## config.mk

```make
export PLATFORM = sky130hd
export DESIGN_NAME = pipeline_stall_ctrl_flat
export DESIGN_NICKNAME = d
export VERILOG_FILES = /design/src/rtl/mips_hazard_pkg.sv /design/src/rtl/pipeline_stall_ctrl_if.sv /design/src/rtl/pipeline_stall_ctrl_decode.sv /design/src/rtl/pipeline_stall_ctrl.sv /design/src/flat_wrapper.sv
export SDC_FILE = /design/constraint.sdc
export NUM_CORES = 1
export LEC_CHECK = 0
export CAP_MARGIN = 20
export CORE_UTILIZATION = 30
export DETAILED_ROUTE_END_ITERATION = 7
export PLACE_DENSITY_LB_ADDON = 0.05
export REMOVE_ABC_BUFFERS = 1
export SETUP_SLACK_MARGIN = 0.15
export SYNTH_ARGS = -nofsm -noshare
export SYNTH_HDL_FRONTEND = slang
export SYNTH_SLANG_ARGS = --single-unit
```

## constraint.sdc

```tcl
create_clock -name clk -period 3.4 [get_ports clk]
set_input_delay 0.51 -clock clk [delete_from_list [all_inputs] [get_ports clk]]
set_output_delay 0.51 -clock clk [all_outputs]
set_load 0.02 [all_outputs]
```

## src/rtl/mips_hazard_pkg.sv

```systemverilog
// Shared MIPS hazard-control definitions.
// Holds the opcode/funct encodings the stall controller decodes and the
// stall_cause enumeration reported on its status port.
package mips_hazard_pkg;

  localparam logic [5:0] OP_RTYPE = 6'b000000;
  localparam logic [5:0] OP_J     = 6'b000010;
  localparam logic [5:0] OP_JAL   = 6'b000011;
  localparam logic [5:0] OP_BEQ   = 6'b000100;
  localparam logic [5:0] OP_BNE   = 6'b000101;
  localparam logic [5:0] OP_LW    = 6'b100011;
  localparam logic [5:0] OP_SW    = 6'b101011;

  localparam logic [5:0] FN_JR    = 6'b001000;
  localparam logic [5:0] FN_JALR  = 6'b001001;

  // Width of the control-stall countdown register.
  localparam int CD_W = 4;

  typedef enum logic [1:0] {
    CAUSE_NONE = 2'b00,
    CAUSE_CTRL = 2'b01,
    CAUSE_LU   = 2'b10,
    CAUSE_EXT  = 2'b11
  } stall_cause_e;

endpackage

```

## src/rtl/pipeline_stall_ctrl_if.sv

```systemverilog
// Bundle between the IF/ID stage logic and the stall controller.
// master : pipeline side, drives the ID/EX observations and external hold.
// slave  : stall controller, returns stall/flush requests and status.
//   id_instr, id_valid      instruction in ID and its validity
//   ex_mem_read, ex_rt      load in EX and its destination register
//   ext_hold                external freeze request
//   stall, flush_ex         freeze PC+IF/ID, bubble into ID/EX
//   stall_cause, busy       status: dominant cause, control countdown active
//   stall_count             saturating count of stalled cycles
interface pipeline_stall_ctrl_if
  import mips_hazard_pkg::*;
#(
  parameter int REG_W = 5,
  parameter int CNT_W = 16
) ();

  logic [31:0]      id_instr;
  logic             id_valid;
  logic             ex_mem_read;
  logic [REG_W-1:0] ex_rt;
  logic             ext_hold;
  logic             stall;
  logic             flush_ex;
  stall_cause_e     stall_cause;
  logic             busy;
  logic [CNT_W-1:0] stall_count;

  modport master (
    output id_instr, id_valid, ex_mem_read, ex_rt, ext_hold,
    input  stall, flush_ex, stall_cause, busy, stall_count
  );

  modport slave (
    input  id_instr, id_valid, ex_mem_read, ex_rt, ext_hold,
    output stall, flush_ex, stall_cause, busy, stall_count
  );

endinterface

```

## src/rtl/pipeline_stall_ctrl_decode.sv

```systemverilog
// instr_hazard_decode: purely combinational classification of the ID
// instruction for hazard purposes.
//   instr     in  32     instruction word
//   is_branch out 1      BEQ / BNE
//   is_jump   out 1      J / JAL / JR / JALR
//   rs, rt    out REG_W  source register fields
//   reads_rt  out 1      instruction actually consumes rt as a source
module instr_hazard_decode
  import mips_hazard_pkg::*;
#(
  parameter int REG_W = 5
) (
  input  logic [31:0]      instr,
  output logic             is_branch,
  output logic             is_jump,
  output logic [REG_W-1:0] rs,
  output logic [REG_W-1:0] rt,
  output logic             reads_rt
);

  logic [5:0] opcode;
  logic [5:0] funct;
  logic       is_rtype;
  logic       is_jr_class;

  assign opcode      = instr[31:26];
  assign funct       = instr[5:0];
  assign rs          = REG_W'(instr[25:21]);
  assign rt          = REG_W'(instr[20:16]);

  assign is_rtype    = (opcode == OP_RTYPE);
  // JR/JALR are R-type encodings but only read rs.
  assign is_jr_class = is_rtype && ((funct == FN_JR) || (funct == FN_JALR));

  assign is_branch   = (opcode == OP_BEQ) || (opcode == OP_BNE);
  assign is_jump     = (opcode == OP_J) || (opcode == OP_JAL) || is_jr_class;

  // Stores read rt as the data operand; I-type ALU ops and loads write it.
  assign reads_rt    = (is_rtype && !is_jr_class) || is_branch || (opcode == OP_SW);

endmodule

```

## src/rtl/pipeline_stall_ctrl.sv

```systemverilog
// pipeline_stall_ctrl: control-hazard and load-use stall controller sitting
// beside the IF/ID register.
//   clk   in   pipeline clock, rising edge
//   rst   in   synchronous active-high reset (clears countdown and counter)
//   bus   slave modport of pipeline_stall_ctrl_if (see interface header)
// A branch/jump in ID loads a countdown with CTRL_STALL_CYCLES; stall is held
// while it is nonzero. A load in EX feeding the ID instruction stalls in the
// same cycle and, when it is the only reason to stall, bubbles ID/EX.
// ext_hold freezes the countdown and forces stall.
module pipeline_stall_ctrl
  import mips_hazard_pkg::*;
#(
  parameter int CTRL_STALL_CYCLES = 1,
  parameter int LU_ENABLE         = 1,
  parameter int REG_W             = 5,
  parameter int CNT_W             = 16
) (
  input  logic                 clk,
  input  logic                 rst,
  pipeline_stall_ctrl_if.slave bus
);

  localparam logic [CD_W-1:0] CD_LOAD = CD_W'(CTRL_STALL_CYCLES);
  localparam logic            LU_EN   = (LU_ENABLE != 0);

  function automatic logic [CNT_W-1:0] sat_inc(input logic [CNT_W-1:0] v);
    if (&v) return v;
    return v + {{(CNT_W-1){1'b0}}, 1'b1};
  endfunction

  logic             is_branch;
  logic             is_jump;
  logic [REG_W-1:0] rs;
  logic [REG_W-1:0] rt;
  logic             reads_rt;

  logic [CD_W-1:0]  countdown_p1;
  logic [CD_W-1:0]  countdown_nxt;
  logic [CNT_W-1:0] stall_cnt_p1;

  logic busy;
  logic lu_match;
  logic lu_stall;
  logic ctrl_hit;
  logic stall;

  instr_hazard_decode #(
    .REG_W (REG_W)
  ) u_decode (
    .instr     (bus.id_instr),
    .is_branch (is_branch),
    .is_jump   (is_jump),
    .rs        (rs),
    .rt        (rt),
    .reads_rt  (reads_rt)
  );

  // ---- stage 0: combinational hazard detection ----
  assign busy     = (countdown_p1 != '0);
  assign lu_match = (bus.ex_rt == rs) || (reads_rt && (bus.ex_rt == rt));
  assign lu_stall = LU_EN && bus.id_valid && bus.ex_mem_read &&
                    (bus.ex_rt != '0) && lu_match;

  // A branch that also has a load-use dependency, or sits under an external
  // hold, waits in ID; its countdown starts once both have cleared.
  assign ctrl_hit = bus.id_valid && (is_branch || is_jump) && !busy &&
                    !lu_stall && !bus.ext_hold;

  assign stall    = busy || lu_stall || bus.ext_hold;

  always_comb begin
    countdown_nxt = countdown_p1;
    if (ctrl_hit) begin
      countdown_nxt = CD_LOAD;
    end else if (busy && !bus.ext_hold) begin
      countdown_nxt = countdown_p1 - 1'b1;
    end
  end

  // ---- stage 1: countdown and stall-cycle counter registers ----
  always_ff @(posedge clk) begin
    if (rst) begin
      countdown_p1 <= '0;
      stall_cnt_p1 <= '0;
    end else begin
      countdown_p1 <= countdown_nxt;
      if (stall) stall_cnt_p1 <= sat_inc(stall_cnt_p1);
    end
  end

  // ---- outputs ----
  always_comb begin
    bus.stall_cause = CAUSE_NONE;
    if (bus.ext_hold)  bus.stall_cause = CAUSE_EXT;
    else if (busy)     bus.stall_cause = CAUSE_CTRL;
    else if (lu_stall) bus.stall_cause = CAUSE_LU;
  end

  assign bus.stall       = stall;
  assign bus.flush_ex    = lu_stall && !busy && !bus.ext_hold;
  assign bus.busy        = busy;
  assign bus.stall_count = stall_cnt_p1;

endmodule

```

## src/flat_wrapper.sv

```systemverilog
// flat-port wrapper written by rule: the top's interface ports become plain ports
module pipeline_stall_ctrl_flat import mips_hazard_pkg::*;
#(
  parameter int CTRL_STALL_CYCLES = 1,
  parameter int LU_ENABLE         = 1,
  parameter int REG_W             = 5,
  parameter int CNT_W             = 16
)
  (clk, rst, bus_id_instr, bus_id_valid, bus_ex_mem_read, bus_ex_rt, bus_ext_hold, bus_stall, bus_flush_ex, bus_stall_cause, bus_busy, bus_stall_count);
  pipeline_stall_ctrl_if #(.REG_W(REG_W), .CNT_W(CNT_W)) bus_i ();
  input  logic clk;
  input  logic rst;
  input wire logic [$bits(bus_i.id_instr)-1:0] bus_id_instr;
  input wire logic [$bits(bus_i.id_valid)-1:0] bus_id_valid;
  input wire logic [$bits(bus_i.ex_mem_read)-1:0] bus_ex_mem_read;
  input wire logic [$bits(bus_i.ex_rt)-1:0] bus_ex_rt;
  input wire logic [$bits(bus_i.ext_hold)-1:0] bus_ext_hold;
  output wire logic [$bits(bus_i.stall)-1:0] bus_stall;
  output wire logic [$bits(bus_i.flush_ex)-1:0] bus_flush_ex;
  output wire logic [$bits(bus_i.stall_cause)-1:0] bus_stall_cause;
  output wire logic [$bits(bus_i.busy)-1:0] bus_busy;
  output wire logic [$bits(bus_i.stall_count)-1:0] bus_stall_count;
  assign bus_i.id_instr = bus_id_instr;
  assign bus_i.id_valid = bus_id_valid;
  assign bus_i.ex_mem_read = bus_ex_mem_read;
  assign bus_i.ex_rt = bus_ex_rt;
  assign bus_i.ext_hold = bus_ext_hold;
  assign bus_stall = bus_i.stall;
  assign bus_flush_ex = bus_i.flush_ex;
  assign bus_stall_cause = bus_i.stall_cause;
  assign bus_busy = bus_i.busy;
  assign bus_stall_count = bus_i.stall_count;
  pipeline_stall_ctrl #(.CTRL_STALL_CYCLES(CTRL_STALL_CYCLES), .LU_ENABLE(LU_ENABLE), .REG_W(REG_W), .CNT_W(CNT_W)) u_core (.clk(clk), .rst(rst), .bus(bus_i));
endmodule
```

==> flow_summary.json <==
{
  "n_antenna_cell": 0,
  "crit_fanout": 2,
  "cts_root_buffer": "clkbuf_8",
  "fin_cells": 261,
  "synthAdderAreaFrac_pct": 2.93,
  "max_freq_mhz": 329,
  "ys_types": 42,
  "grtUsageMet3_pct": 3.04,
  "place_congestion": 0.735,
  "grt_pass1_vias": 1270,
  "synth_top_family_by_area": "simple AND/OR/NAND/NOR gates",
  "outcome": "finished clean",
  "clock_sinks": 20,
  "worstPathArrival_ns": 2.53,
  "fin_total_pwr_uw": 932,
  "antenna_found_initial": 0,
  "worstHoldPathType": "reg -> reg",
  "ys_ff_latch": 20,
  "maxCapViolations": 0,
  "hold_violations": 0,
  "pwr_density_cell_nw_per_um2": 485,
  "synth_compound_area_share_pct": 12.5,
  "fin_nets": 257,
  "ctsLongestPathBuffers": 2,
  "postRouteWirelength_um": 3280,
  "place_ws_ns": -0.0968,
  "clk_pin_slew_ns": 0.07,
  "viasPerCell": 4.82,
  "synth-edff-count": 0,
  "crit_path_end_kind": "output port",
  "whs_ns": 0.523,
  "busiest_layer": "met2",
  "clock_skew_ns": 0.00229,
  "drv_slew": 0,
  "timing.final.crit_period_ns": 3.04,
  "grt_pass1_wl_um": 5530,
  "cts_tree": "done",
  "cts_made_buffers": 3,
  "p_leak_uw": 0.000705,
  "start_kind": "primary input",
  "avgSynthCellArea_um2": 8.37,
  "synth.area.mux_share_pct": 3.81,
  "routedWlPerCell_um": 12.6,
  "ant_nets": 0,
  "ys_seq_area_share_pct": 31.3,
  "critPathRequiredTime_ns": 2.89,
  "ioPinCount": 63,
  "io_buffers": 51,
  "rows": 23,
  "dr.first_iter.drc_count": 35,
  "start_util_pct": 31.5,
  "drive_gt1_share_pct": 11.8,
  "finalCritPeriodShare_pct": 89.4,
  "grtUsageTotal_pct": 15.9,
  "overflow": 0,
  "totalNegativeSetupSlack_ns": 0,
  "area_growth_pct": 50.1,
  "synthSimpleGateAreaFrac_pct": 33.1,
  "critical_path_class": "in -> out",
  "die_w_um": 67.3,
  "dieArea_um2": 4530,
  "die_y_um": 67.3,
  "place_hpwl_um": 2640,
  "ir_drop_mv": 0.175,
  "setup_viol": 0,
  "met1_usage_pct": 18.2,
  "tightest_slew_ns": 0.875,
  "synth_ff_type": "dfxtp_1",
  "hold_buffers": 0,
  "ys_warn_count": 0,
  "vias": 1258,
  "htree_levels": 1,
  "final.setup.worst_slack_ns": 0.359,
  "grt_use_met2_pct": 29.4,
  "dp.cells": 257,
  "remaining_drc_errors": 0,
  "slew_headroom_pct": 41.5,
  "clock_latency_ns": 0.26,
  "synthCells": 153,
  "rsz0062_at_grt": "no",
  "synth_area_um2": 1280,
  "core_um2": 4060,
  "dr.pass1.iters": 4,
  "async_flop_share_pct": 0,
  "grt_max_degree": 25,
  "synth-xor-area-share_pct": 13.0
}
## logic make-up after synthesis
kind of cell,count (synthesis)
xor+xnor,19
buf+inv,9
simple gates,76
flops,20
mux,4
fa+ha+maj,3
compound gates,22
## routing by layer
metal,part of all wire (%),wire [um]
met3,2.9,96
met2,50,1650
met5,0,0
met1,46,1500
met4,1.4,46
## synthesized netlist by cell type (2+ instances only)
master     n  area (um2)
xor2_1     6        52.6
dfxtp_1   20         400
a311oi_1   2        17.5
and3_1     4        25.0
or3_1      3        18.8
nor3_1     8        40.0
a21oi_1    6        30.0
nand2_1    5        18.8
a31o_2     3        26.3
nand3_1    9        45.0
mux2_2     3        33.8
nor3b_1    2        15.0
nor2b_1    6        37.5
or4_1      2        15.0
and2_1     2        12.5
xnor2_1   13         114
nand2b_1   4        25.0
nor2_1    23        86.3
o21ai_0    3        15.0
inv_1      5        18.8
ha_1       3        37.5
## timing repair
item | 4_1_cts | 5_1_grt
resized for setup | 3 | 6
setup endpoints to repair | 3 | 3
buffers inserted | 0 | 0
## critical path, stage by stage
cell and delay (ns):
clkdlybuf4s50_1 0.42, or3_1 0.38, or4_1 0.43, o22a_1 0.21, o211a_1 0.22, nor2_1 0.15
clkbuf_2 0.20
## path summary, 6_finish.rpt
path | startpoint | to | cells after the start | slack, ns
max | bus_id_instr[29] | bus_stall | 7 | 0.36
min | u_core.countdown_p1[1]$_SDFFE_PP0P_ | u_core.countdown_p1[1]$_SDFFE_PP0P_ | 2 | 0.52
max reg2reg | u_core.countdown_p1[0]$_SDFFE_PP0P_ | u_core.bus.stall_count[14]$_SDFFE_PP0P_ | 12 | 0.78
min reg2reg | u_core.countdown_p1[1]$_SDFFE_PP0P_ | u_core.countdown_p1[1]$_SDFFE_PP0P_ | 2 | 0.52
## layout by cell type, fill, tap and decap left out, types with 3 or more instances in the layout
| cell type | netlist | layout |
|---|---|---|
| mux2_2 | 3 | 3 |
| clkbuf_8 | 0 | 4 |
| xnor2_1 | 13 | 13 |
| clkdlybuf4s50_1 | 0 | 48 |
| o21ai_0 | 3 | 3 |
| xor2_1 | 6 | 6 |
| a21oi_1 | 6 | 6 |
| and3_1 | 4 | 4 |
| nor3_1 | 8 | 8 |
| inv_1 | 5 | 5 |
| a31o_2 | 3 | 3 |
| or3_1 | 3 | 3 |
| clkbuf_2 | 0 | 3 |
| buf_4 | 0 | 7 |
| dfxtp_1 | 20 | 20 |
| nand2_1 | 5 | 5 |
| nor2_1 | 23 | 23 |
| nand2b_1 | 4 | 4 |
| nor2b_1 | 6 | 6 |
| nand3_1 | 9 | 9 |
| ha_1 | 3 | 3 |
## metrics by stage
stage,util (%),area (um2)
after detailed placement,46.4,1880
after CTS,47.6,1930
final,47.4,1920
after global placement,46.4,1880
after global routing,47.4,1920
after floorplan,-,1260
## sequential cells by signal (all words and copies together), names as in the netlist
signal and count:
u_core.bus.stall_count 16, u_core.countdown_p1 4
## cell type report
class | count | area [um2]
multi-input combinational | 124 | 837
tap | 50 | 62.6
inverter | 5 | 18.8
sequential | 20 | 400
timing repair buffer | 58 | 548
clock buffer | 4 | 55.1
fill | 385 | 2140
## report_power, final
group          internal [uW]  total [uW]  switching, uW
registers                264         293           28.5
logic                    203         458            255
clock network            103         181           77.6
total                    570         932            361
(Power assumes the default switching activity.)
==> variant: new RTL, config.mk and constraints unchanged <==
`LU_ENABLE` is set to 1 in 2 places; all go to 0.
--- a/src/rtl/pipeline_stall_ctrl.sv
+++ b/src/rtl/pipeline_stall_ctrl.sv
@@ -11,7 +11,7 @@
   import mips_hazard_pkg::*;
 #(
   parameter int CTRL_STALL_CYCLES = 1,
-  parameter int LU_ENABLE         = 1,
+  parameter int LU_ENABLE         = 0,
   parameter int REG_W             = 5,
   parameter int CNT_W             = 16
 ) (
--- a/src/flat_wrapper.sv
+++ b/src/flat_wrapper.sv
@@ -2,7 +2,7 @@
 module pipeline_stall_ctrl_flat import mips_hazard_pkg::*;
 #(
   parameter int CTRL_STALL_CYCLES = 1,
-  parameter int LU_ENABLE         = 1,
+  parameter int LU_ENABLE         = 0,
   parameter int REG_W             = 5,
   parameter int CNT_W             = 16
 )
Check against the original RTL: not equivalent (a bounded check fails within 4 cycles, from zero or initial values and one cycle with rst high).
==> variant against the original RTL <==
Power shrank 4.3%; setup slack better by 550 ps; critical path type unchanged; routed wire length shrank 20%; sequential cell count unchanged; final area fell by 19%; cell count is 20% lower; synthesized area down 12%.
==> variant: results (changes against the original RTL) <==
* Status: complete, no violations
* Clock power frac at 20.2% (+0.8 points)
* Sw Ratio at 36.3% (-2.5 points)
* Reg2Reg Depth at 7 (-5)
* Overall Power at 0.892 mW (-4.3%)
* GR Layer Usage met2 at 26.2% (-3.2 points)
* Slack of the critical path at 911 ps (+552 ps)
* Flop2flop setup slack at 1420 ps (+640 ps)
* Post-Synthesis Cells at 130 (-15%)
* Synth Area in XOR/XNOR at 2.34% (-11 points)
* I/O Buffers at 34 (-33%)
* CP Launch Point: bus_ext_hold
* Met3 usage at 2.90% (-0.14 points)
* M1 GR Usage at 16.2% (-2.1 points)
* Leak at 0.530 nW (-25%)
* Final HPWL DP at 1950 µm (-26%)
* Met2 routed WL at 1250 µm (-24%)
* CP max stage delay at 550 ps (+120 ps)
* Seq/Total Area, Yosys at 35.6% (+4.4 points)
* CP Max Fanout at 5 (+3)
* DR iter-0 viols at 39 (+11%)
* Post-synth top cells: dfxtp_1 (20), a21oi_1 (14), nor2_1 (8), o31ai_1 (8), or4_1 (8)
* CP max stage cell: clkdlybuf4s50_1
* Fin Hold WS at 515 ps (-8.29 ps)
* Average routed wire per standard cell at 12.6 µm (-0.16%)
* Largest net degree at the start of global routing at 18 (-28%)
* Met1 WL at 1220 µm (-18%)
* Logic power comb at 0.404 mW (-12%)
* Share of layout cells above drive strength 1 at 7.93% (-3.9 points)
* Adder-cell share of the synthesized area at 3.34% (+0.41 points)
* Worst hold endpoint: u_core.bus.stall_count[15]$_SDFFE_PP0P_
* Least-Margin Pin Slew at 747 ps (-129 ps)
* Pre-CTS WS at 898 ps (+995 ps)
* CP delay by family, top: buffers and inverters
* Met3 Wirelength at 139 µm (+45%)
* Routability congestion estimate at 0.731 (-0.59%)
* Placement Cell Area at 1500 µm² (-20%)
* Vias at 1096 (-13%)
* Layout Skew at 0.601 ps (-1.69 ps)
* Mux cell area share after synthesis at 1.00% (-2.8 points)
* Layout filler cell count at 372 (-3.4%)
* Post-synthesis compound-gate area fraction at 18.3% (+5.8 points)
* Resized Gates After CTS at 0 (-3)
* Largest cells by area after synthesis: dfxtp_1 (36%), a21oi_1 (6.2%), o31ai_1 (5.3%), or4_1 (5.3%), ha_1 (3.3%)
[variant: cell count changes after synthesis, sizes merged, moves of 4 or more]
cell   before  now
nor2       24    8
nor3        9    4
nor2b       6    1
xor2        6    1
or4         2    8
xnor2      13    2
nand4       1    5
o31ai       0    8
a21oi       6   14
[variant: final cells by class]
cell class / instances / area share (%)
Multi-Input combinational cell: 97 / 42.3
Sequential cell: 20 / 25.7
Timing Repair Buffer: 37 / 23.3
Tap cell: 46 / 3.70
Clock buffer: 4 / 3.54
Inverter: 6 / 1.45
[variant: tightest hold or removal path, stage by stage, from the launching register on]
cell,delay [ps]
dfxtp_1,340
o31ai_1,70
a21oi_1,60
[variant: kinds of logic (layout without fill, tap and decap cells)]
family	count (synthesis)	count (layout)
buffers and inverters	13	47
and+or+nand+nor	57	57
xor gates and xnor gates	3	3
DFF	20	20
muxes	1	1
adders and majority gates	3	3
AOI/OAI and AO/OA	32	32
other	1	1
